--- src/rtl/mem_arbiter.sv ---
// Two-requester arbiter for the single-ported core memory: fetch (read-only) vs load/store.
// Grants one access per cycle, routes 1-cycle read data back, extends D loads, guards against fetch starvation.
module mem_arbiter #(
    parameter int unsigned STARVE_LIMIT = 4
) (
    input  logic        clk,
    input  logic        rst,
    input  logic        i_req_valid,
    output logic        i_req_ready,
    input  logic [31:0] i_req_addr,
    output logic        i_rsp_valid,
    output logic [31:0] i_rsp_data,
    input  logic        d_req_valid,
    output logic        d_req_ready,
    input  logic        d_req_we,
    input  logic [1:0]  d_req_size,
    input  logic        d_req_unsigned,
    input  logic [31:0] d_req_addr,
    input  logic [31:0] d_req_wdata,
    output logic        d_rsp_valid,
    output logic [31:0] d_rsp_data,
    output logic [31:0] mem_rd_addr,
    input  logic [31:0] mem_rd_data,
    output logic [1:0]  mem_wr,
    output logic [31:0] mem_wr_addr,
    output logic [31:0] mem_wr_data
);

    localparam int unsigned CNT_W = $clog2(STARVE_LIMIT + 1);
    localparam logic [CNT_W-1:0] CNT_MAX = CNT_W'(STARVE_LIMIT);

    typedef enum logic [1:0] {
        RSP_NONE = 2'd0,
        RSP_I    = 2'd1,
        RSP_D    = 2'd2
    } rsp_state_t;

    rsp_state_t       rsp_state;
    rsp_state_t       rsp_next;
    logic [CNT_W-1:0] starve_cnt;
    logic             i_grant;
    logic             d_grant;
    logic             d_load_grant;
    logic [1:0]       lat_size;
    logic             lat_unsigned;

    // D normally wins; a fetch that has lost STARVE_LIMIT times in a row is forced through.
    always_comb begin
        d_grant      = !rst && d_req_valid && !(i_req_valid && (starve_cnt == CNT_MAX));
        i_grant      = !rst && i_req_valid && !d_grant;
        d_load_grant = d_grant && !d_req_we;
    end

    assign i_req_ready = i_grant;
    assign d_req_ready = d_grant;
    assign mem_rd_addr = d_grant ? d_req_addr : i_req_addr;
    assign mem_wr_addr = d_req_addr;
    assign mem_wr_data = d_req_wdata;

    always_comb begin
        mem_wr = 2'd0;
        if (d_grant && d_req_we) begin
            case (d_req_size)
                2'd0:    mem_wr = 2'd1;
                2'd1:    mem_wr = 2'd2;
                default: mem_wr = 2'd3;
            endcase
        end
    end

    always_ff @(posedge clk or posedge rst) begin
        if (rst) begin
            starve_cnt <= '0;
        end else if (i_req_valid && d_grant) begin
            if (starve_cnt != CNT_MAX) begin
                starve_cnt <= starve_cnt + 1'b1;
            end
        end else begin
            starve_cnt <= '0;
        end
    end

    always_ff @(posedge clk or posedge rst) begin
        if (rst) begin
            rsp_state <= RSP_NONE;
        end else begin
            rsp_state <= rsp_next;
        end
    end

    always_comb begin
        rsp_next = RSP_NONE;
        if (i_grant) begin
            rsp_next = RSP_I;
        end else if (d_load_grant) begin
            rsp_next = RSP_D;
        end
    end

    always_ff @(posedge clk or posedge rst) begin
        if (rst) begin
            lat_size     <= '0;
            lat_unsigned <= 1'b0;
        end else if (d_load_grant) begin
            lat_size     <= d_req_size;
            lat_unsigned <= d_req_unsigned;
        end
    end

    assign i_rsp_valid = (rsp_state == RSP_I);
    assign i_rsp_data  = mem_rd_data;
    assign d_rsp_valid = (rsp_state == RSP_D);

    always_comb begin
        d_rsp_data = mem_rd_data;
        case (lat_size)
            2'd0:    d_rsp_data = {{24{!lat_unsigned && mem_rd_data[7]}}, mem_rd_data[7:0]};
            2'd1:    d_rsp_data = {{16{!lat_unsigned && mem_rd_data[15]}}, mem_rd_data[15:0]};
            default: d_rsp_data = mem_rd_data;
        endcase
    end

endmodule
--- config.mk ---
export PLATFORM = sky130hd
export DESIGN_NAME = mem_arbiter
export DESIGN_NICKNAME = d
export VERILOG_FILES = /design/src/rtl/mem_arbiter.sv
export SDC_FILE = /design/constraint.sdc
export NUM_CORES = 1
export LEC_CHECK = 0
export CAP_MARGIN = 20
export CELL_PAD_IN_SITES_DETAIL_PLACEMENT = 2
export CELL_PAD_IN_SITES_GLOBAL_PLACEMENT = 2
export CORE_MARGIN = 2
export CORE_UTILIZATION = 10
export CTS_CLUSTER_SIZE = 14
export DETAILED_ROUTE_END_ITERATION = 10
export PLACE_DENSITY_LB_ADDON = 0.1
export SLEW_MARGIN = 10
export SYNTH_ARGS = -nofsm -noshare
export SYNTH_HDL_FRONTEND = slang
export SYNTH_SLANG_ARGS = --single-unit
--- constraint.sdc ---
create_clock -name clk -period 1.68 [get_ports clk]
set_clock_uncertainty 0.05 [all_clocks]
set_input_delay 0.336 -clock clk [delete_from_list [all_inputs] [get_ports clk]]
set_output_delay 0.336 -clock clk [all_outputs]
set_load 0.05 [all_outputs]
# Yosys cells after proc, flatten, opt, wreduce, memory -nomap -nowiden
# Cells that the tools add are included.
# classes
n_addsub	1
n_eq_ne	7
mux	8
reduce_logical	17
# ops
cell	n
32-bit one-hot mux with 2 select lines	1
32-bit two-way mux	1
1-bit logical AND	10
2-bit by 1-bit equality test with 1-bit output (second input constant)	3
2-bit two-way mux	3
3-bit two-way mux	2
1-bit logical NOT	5
2-bit logical NOT	2
2-bit one-hot mux with 2 select lines	1
3-bit by 1-bit adder with 3-bit output (second input constant)	1
3-bit equality test (second input constant)	1
3-bit != test (second input constant)	1
2-bit equality test (second input constant)	1
2-bit by 1-bit != test with 1-bit output (second input constant)	1
# word_totals
regBits	8
input_bits	136
output_inout_bits	166
word_cells	37

# Longest topological paths before layout
# depth
depth_word	7
ltp_mapped	6
ltp_nobuf	6

# Worst setup path before layout
# No wires, ideal clock.
# synth_path
kind	reg2out
startpoint	register starve_cnt[0]
endpoint	output mem_wr[0]
arrival_time_ns	1.750
required_ns	1.294
slack_ns	-0.456
stages_incl_launch_ff	7
n_path_buf	0
cell_sequence	dfrtp_1 -> inv_1 -> ha_1 -> nand3_1 -> nand3_2 -> inv_1 -> and3_1
# synth_via
elab_chain_len	6
# synth_lines
item	line_no	rtl
start: declaration	40	logic [CNT_W-1:0] starve_cnt;
start signal: assignment	76	starve_cnt <= starve_cnt + 1'b1;
3-bit equality test	49	d_grant = !rst && d_req_valid && !(i_req_valid && (starve_cnt == CNT_MAX));
1-bit logical AND	49	
1-bit logical NOT	49	
1-bit logical AND	49	
via d_req_ready	14	output logic d_req_ready,
1-bit logical AND	62	if (d_grant && d_req_we) begin
2-bit two-way mux	62	
end: declaration	24	output logic [1:0] mem_wr,
# The timed path passes the listed nets, and every way through them passes these cells.

# Final worst setup path
# layout_path
startpoint	input rst
endpoint	output mem_rd_addr[28]
# layout_via
elab_chain_len	4
# layout_lines
item	line_no	rtl
start: declaration	7	input logic rst,
1-bit logical NOT (no line)	--	
1-bit logical AND (2 in series)	49	
32-bit two-way mux	56	assign mem_rd_addr = d_grant ? d_req_addr : i_req_addr;
end: declaration	22	output logic [31:0] mem_rd_addr,
# No other way between the ends.

==> run_results.csv <==
group,metric,value,unit
synthesis,post_synth_inst_count,229,
sta,slew_at_the_pin_closest_to_its_max_slew_limit,0.385,ns
floorplanning,start_util,10.2,%
sta,setup_slack_after_layout,-0.455,ns
grt,antenna_found_initial,0,
synthesis,synth_edf_count,0,
floorplanning,fp.dieArea,19400,um^2
synthesis,synth.net_count,367,
power_and_ir_drop,power.share.sequential,6.2,%
power_and_ir_drop,static_power_due_to_leakage,0.00259,uW
cts,h_tree_depth,1,
route,detailed_route_drc_error_count,0,
place,dpl.cell_count,626,
worst_setup_path,timing.critical_path.arrival,1.75,ns
synthesis,syn_warnings,0,
cts,tritoncts_num_sinks,8,
power_and_ir_drop,clock_power_share,10.8,%
outcome,outcome,"finished, violations left",
route,route.met3.wl,579,um
route,drt_pre_antenna_iters,4,
cts,ctsHoldBuffers,0,
cts,cts_max_path_buffers,2,
worst_setup_path,endpoint_kind,"output pin",
cells_and_area,finish.cell_count_without_fillers,643,
worst_setup_path,critPathKind,"input port to output pin",
synthesis,synth_seq_cells,8,
sta,finalHoldViolations,0,
grt,grt_pass1_wl,15200,um
place,dpl-instance-area,4980,um^2
grt,grt_max_degree,15,
cells_and_area,layout_cells_sized_above_1,66.4,%
route,maxUsedRoutingLayer,"met4",
cells_and_area,area_delta_synth_final,203,%
synthesis,synth_top_flop_cell,"dfrtp_1",
cells_and_area,fill_cells,1886,
floorplanning,num_rows,49,
sta,totalNegativeSetupSlack,-20.77,ns
outcome,failed_checks,"negative setup slack",
synthesis,seq_area_frac_synth,10.9,%
route,routed-via-count,2127,
place,io_buffer_count,216,
synthesis,yosysMostFrequentCell,"buf_4",
floorplanning,design.core.area,18000,um^2
place,post-place-ws,-0.510,ns
sta,fin_crit,2.13,ns
synthesis,synth.avg_cell_area,7.99,um^2
cts,cts_buffers,3,
synthesis,ffs_w_async_s_r_synth,100,%
cts,clock_pin_transition_on_the_worst_setup_and_hold_timing_paths,0.04,ns
cts,tritoncts_clock_tree,"done",
synthesis,synth_top_area_cells,"buf_4, mux2_2, dfrtp_1",
power_and_ir_drop,pwr-share-comb,83.0,%
floorplanning,floorplan.io_pins,302,
route,route.detailed.wl_per_inst,15.8,um
place,gp_congestion,0.773,
cells_and_area,final_util,30.9,%
power_and_ir_drop,pwr_density_cell,656,nW/um^2
grt,via_count_of_the_first_global_routing_pass,2469,
sta,grt_setup_unrepaired,"yes",
power_and_ir_drop,ir_worst_vdd,299,uV
place,place.detailed.hpwl,8720,um
route,via_per_inst,3.31,
synthesis,synth_top_area_share,43.9,%
synthesis,yosysTopAreaCell,"buf_4",
power_and_ir_drop,p_switching,1640,uW
cells_and_area,finalNetCount,554,
synthesis,synthDistinctLibCells,22,
cells_and_area,diodes,0,
sta,clock.fmax,468,MHz
sta,final-max-slew-violation-count,0,
worst_setup_path,worstPathRequired,1.29,ns
route,drt_iter0_markers,22,
power_and_ir_drop,power.internal,1990,uW
route,drt-total-wl,10200,um
sta,final-setup-viol-count,60,
sta,remaining_max_slew_budget_at_the_tightest_pin,74.2,%
cts,clk_root_buffer_cell,"clkbuf_16",
worst_setup_path,worstPathMaxFanout,5,
worst_setup_path,timing.critical_path.from_type,"input port",
grt,track_usage,10.1,%
sta,min_period_over_period,127,%
power_and_ir_drop,swShare,45.2,%
grt,grt.overflow.total,0,
route,ant_nets,0,
cts,worst_skew_pair.late_latency,0.23,ns
synthesis,ys_top_cells_by_count,"buf_4, nand2_1, mux2_2",
route,wl_met1,3670,um
floorplanning,width_of_the_die,139,um
flow_run,cap_viol_max_count,0,
route,dr_wl_met2,5890,um
synthesis,mappedNetlistArea,1830,um^2
hold_path,min-delay-path-class,"input port to async pin",
floorplanning,die-height,139,um
cells_and_area,fin_area,5540,um^2
==> timing repair <==
action / CTS / global route
endpoints found under the setup margin: 60 / 63
gates resized for setup: 90 / 7
endpoints found under the hold margin: 0 / 0
cloned: 3 / 1
setup buffers: 8 / 5
pin swaps: 4 / 4
==> power by group through the flow <==
stage	Combinational [uW]	Clock, uW	Sequential (uW)
final	3020	393	225
after global routing	3140	418	228
after CTS	3040	407	227
after detailed placement	2800	0	229
after global placement	2780	0	228
after floorplan	1740	0	222
==> layout by cell type, fill, tap and decap left out, types with 4 or more instances in the layout <==
cell,synthesis,routed
clkbuf_16,0,4
buf_6,4,29
buf_12,0,95
nand2_4,0,22
dfrtp_1,8,8
o21ai_0,8,5
nand2_1,37,16
dlygate4sd2_1,0,4
buf_4,107,68
clkdlybuf4s50_1,0,92
buf_8,1,5
mux2_4,0,32
==> area by class of cell <==
type,count,area [um^2],share of cell area [%]
Clock buffer,3,75.1,1.35
Inverter,5,22.5,0.406
Multi-Input combinational cell,102,1110,20.0
Sequential cell,8,200,3.61
Tap cell,229,287,5.17
Timing Repair Buffer,296,3850,69.5
==> per-layer routing <==
layer	vias to the layer above	global-route usage [%]
li1	1002	-
met5	-	0
met4	0	0.851
met1	1018	11.3
met3	8	2.10
met2	99	20.0
==> kinds of logic (layout without fill, tap and decap cells) <==
group | count (synthesis) | in the layout | share of synthesized area, %
muxes | 36 | 36 | 22.1
buffers and inverters | 119 | 304 | 48.6
xor gates and xnor gates | 1 | 1 | 0.479
AOI/OAI and AO/OA | 9 | 9 | 2.74
DFF | 8 | 8 | 10.9
adders and majority gates | 2 | 2 | 1.37
and+or+nand+nor | 54 | 54 | 13.7
==> registers in the layout, summed over array words and instances (netlist names) <==
| register | cells |
|---|---|
| rsp_state | 2 |
| lat_unsigned | 1 |
| starve_cnt | 3 |
| lat_size | 2 |
==> critical path, stage by stage <==
cell and delay (ns):
clkdlybuf4s50_1 0.44, inv_2 0.09, nand3_4 0.11, buf_4 0.17, clkbuf_16 0.15, mux2_4 0.30
buf_6 0.15
==> worst paths after layout <==
path	startpoint	to	slack (ns)	cells after the start
worst min register to register	lat_size[0]$_DFFE_PP0P_	lat_size[0]$_DFFE_PP0P_	0.55	1
worst max register to register	starve_cnt[1]$_DFFE_PP0P_	starve_cnt[1]$_DFFE_PP0P_	0.02	9
min in group clk	lat_size[0]$_DFFE_PP0P_	lat_size[0]$_DFFE_PP0P_	0.55	1
worst max-delay path	rst	mem_rd_addr[28]	-0.45	7
worst min-delay path	rst	starve_cnt[2]$_DFFE_PP0P_	0.43	3
max in group asynchronous	rst	lat_size[1]$_DFFE_PP0P_	1.01	3
==> metrics by stage <==
step                      hold WS (ns)  power [uW]
after floorplan                  0.140        1960
after global placement           0.511        3010
after detailed placement         0.535        3030
after CTS                        0.439        3670
after global routing             0.466        3790
final                            0.434        3640
Power figures use the tool's default switching activity.
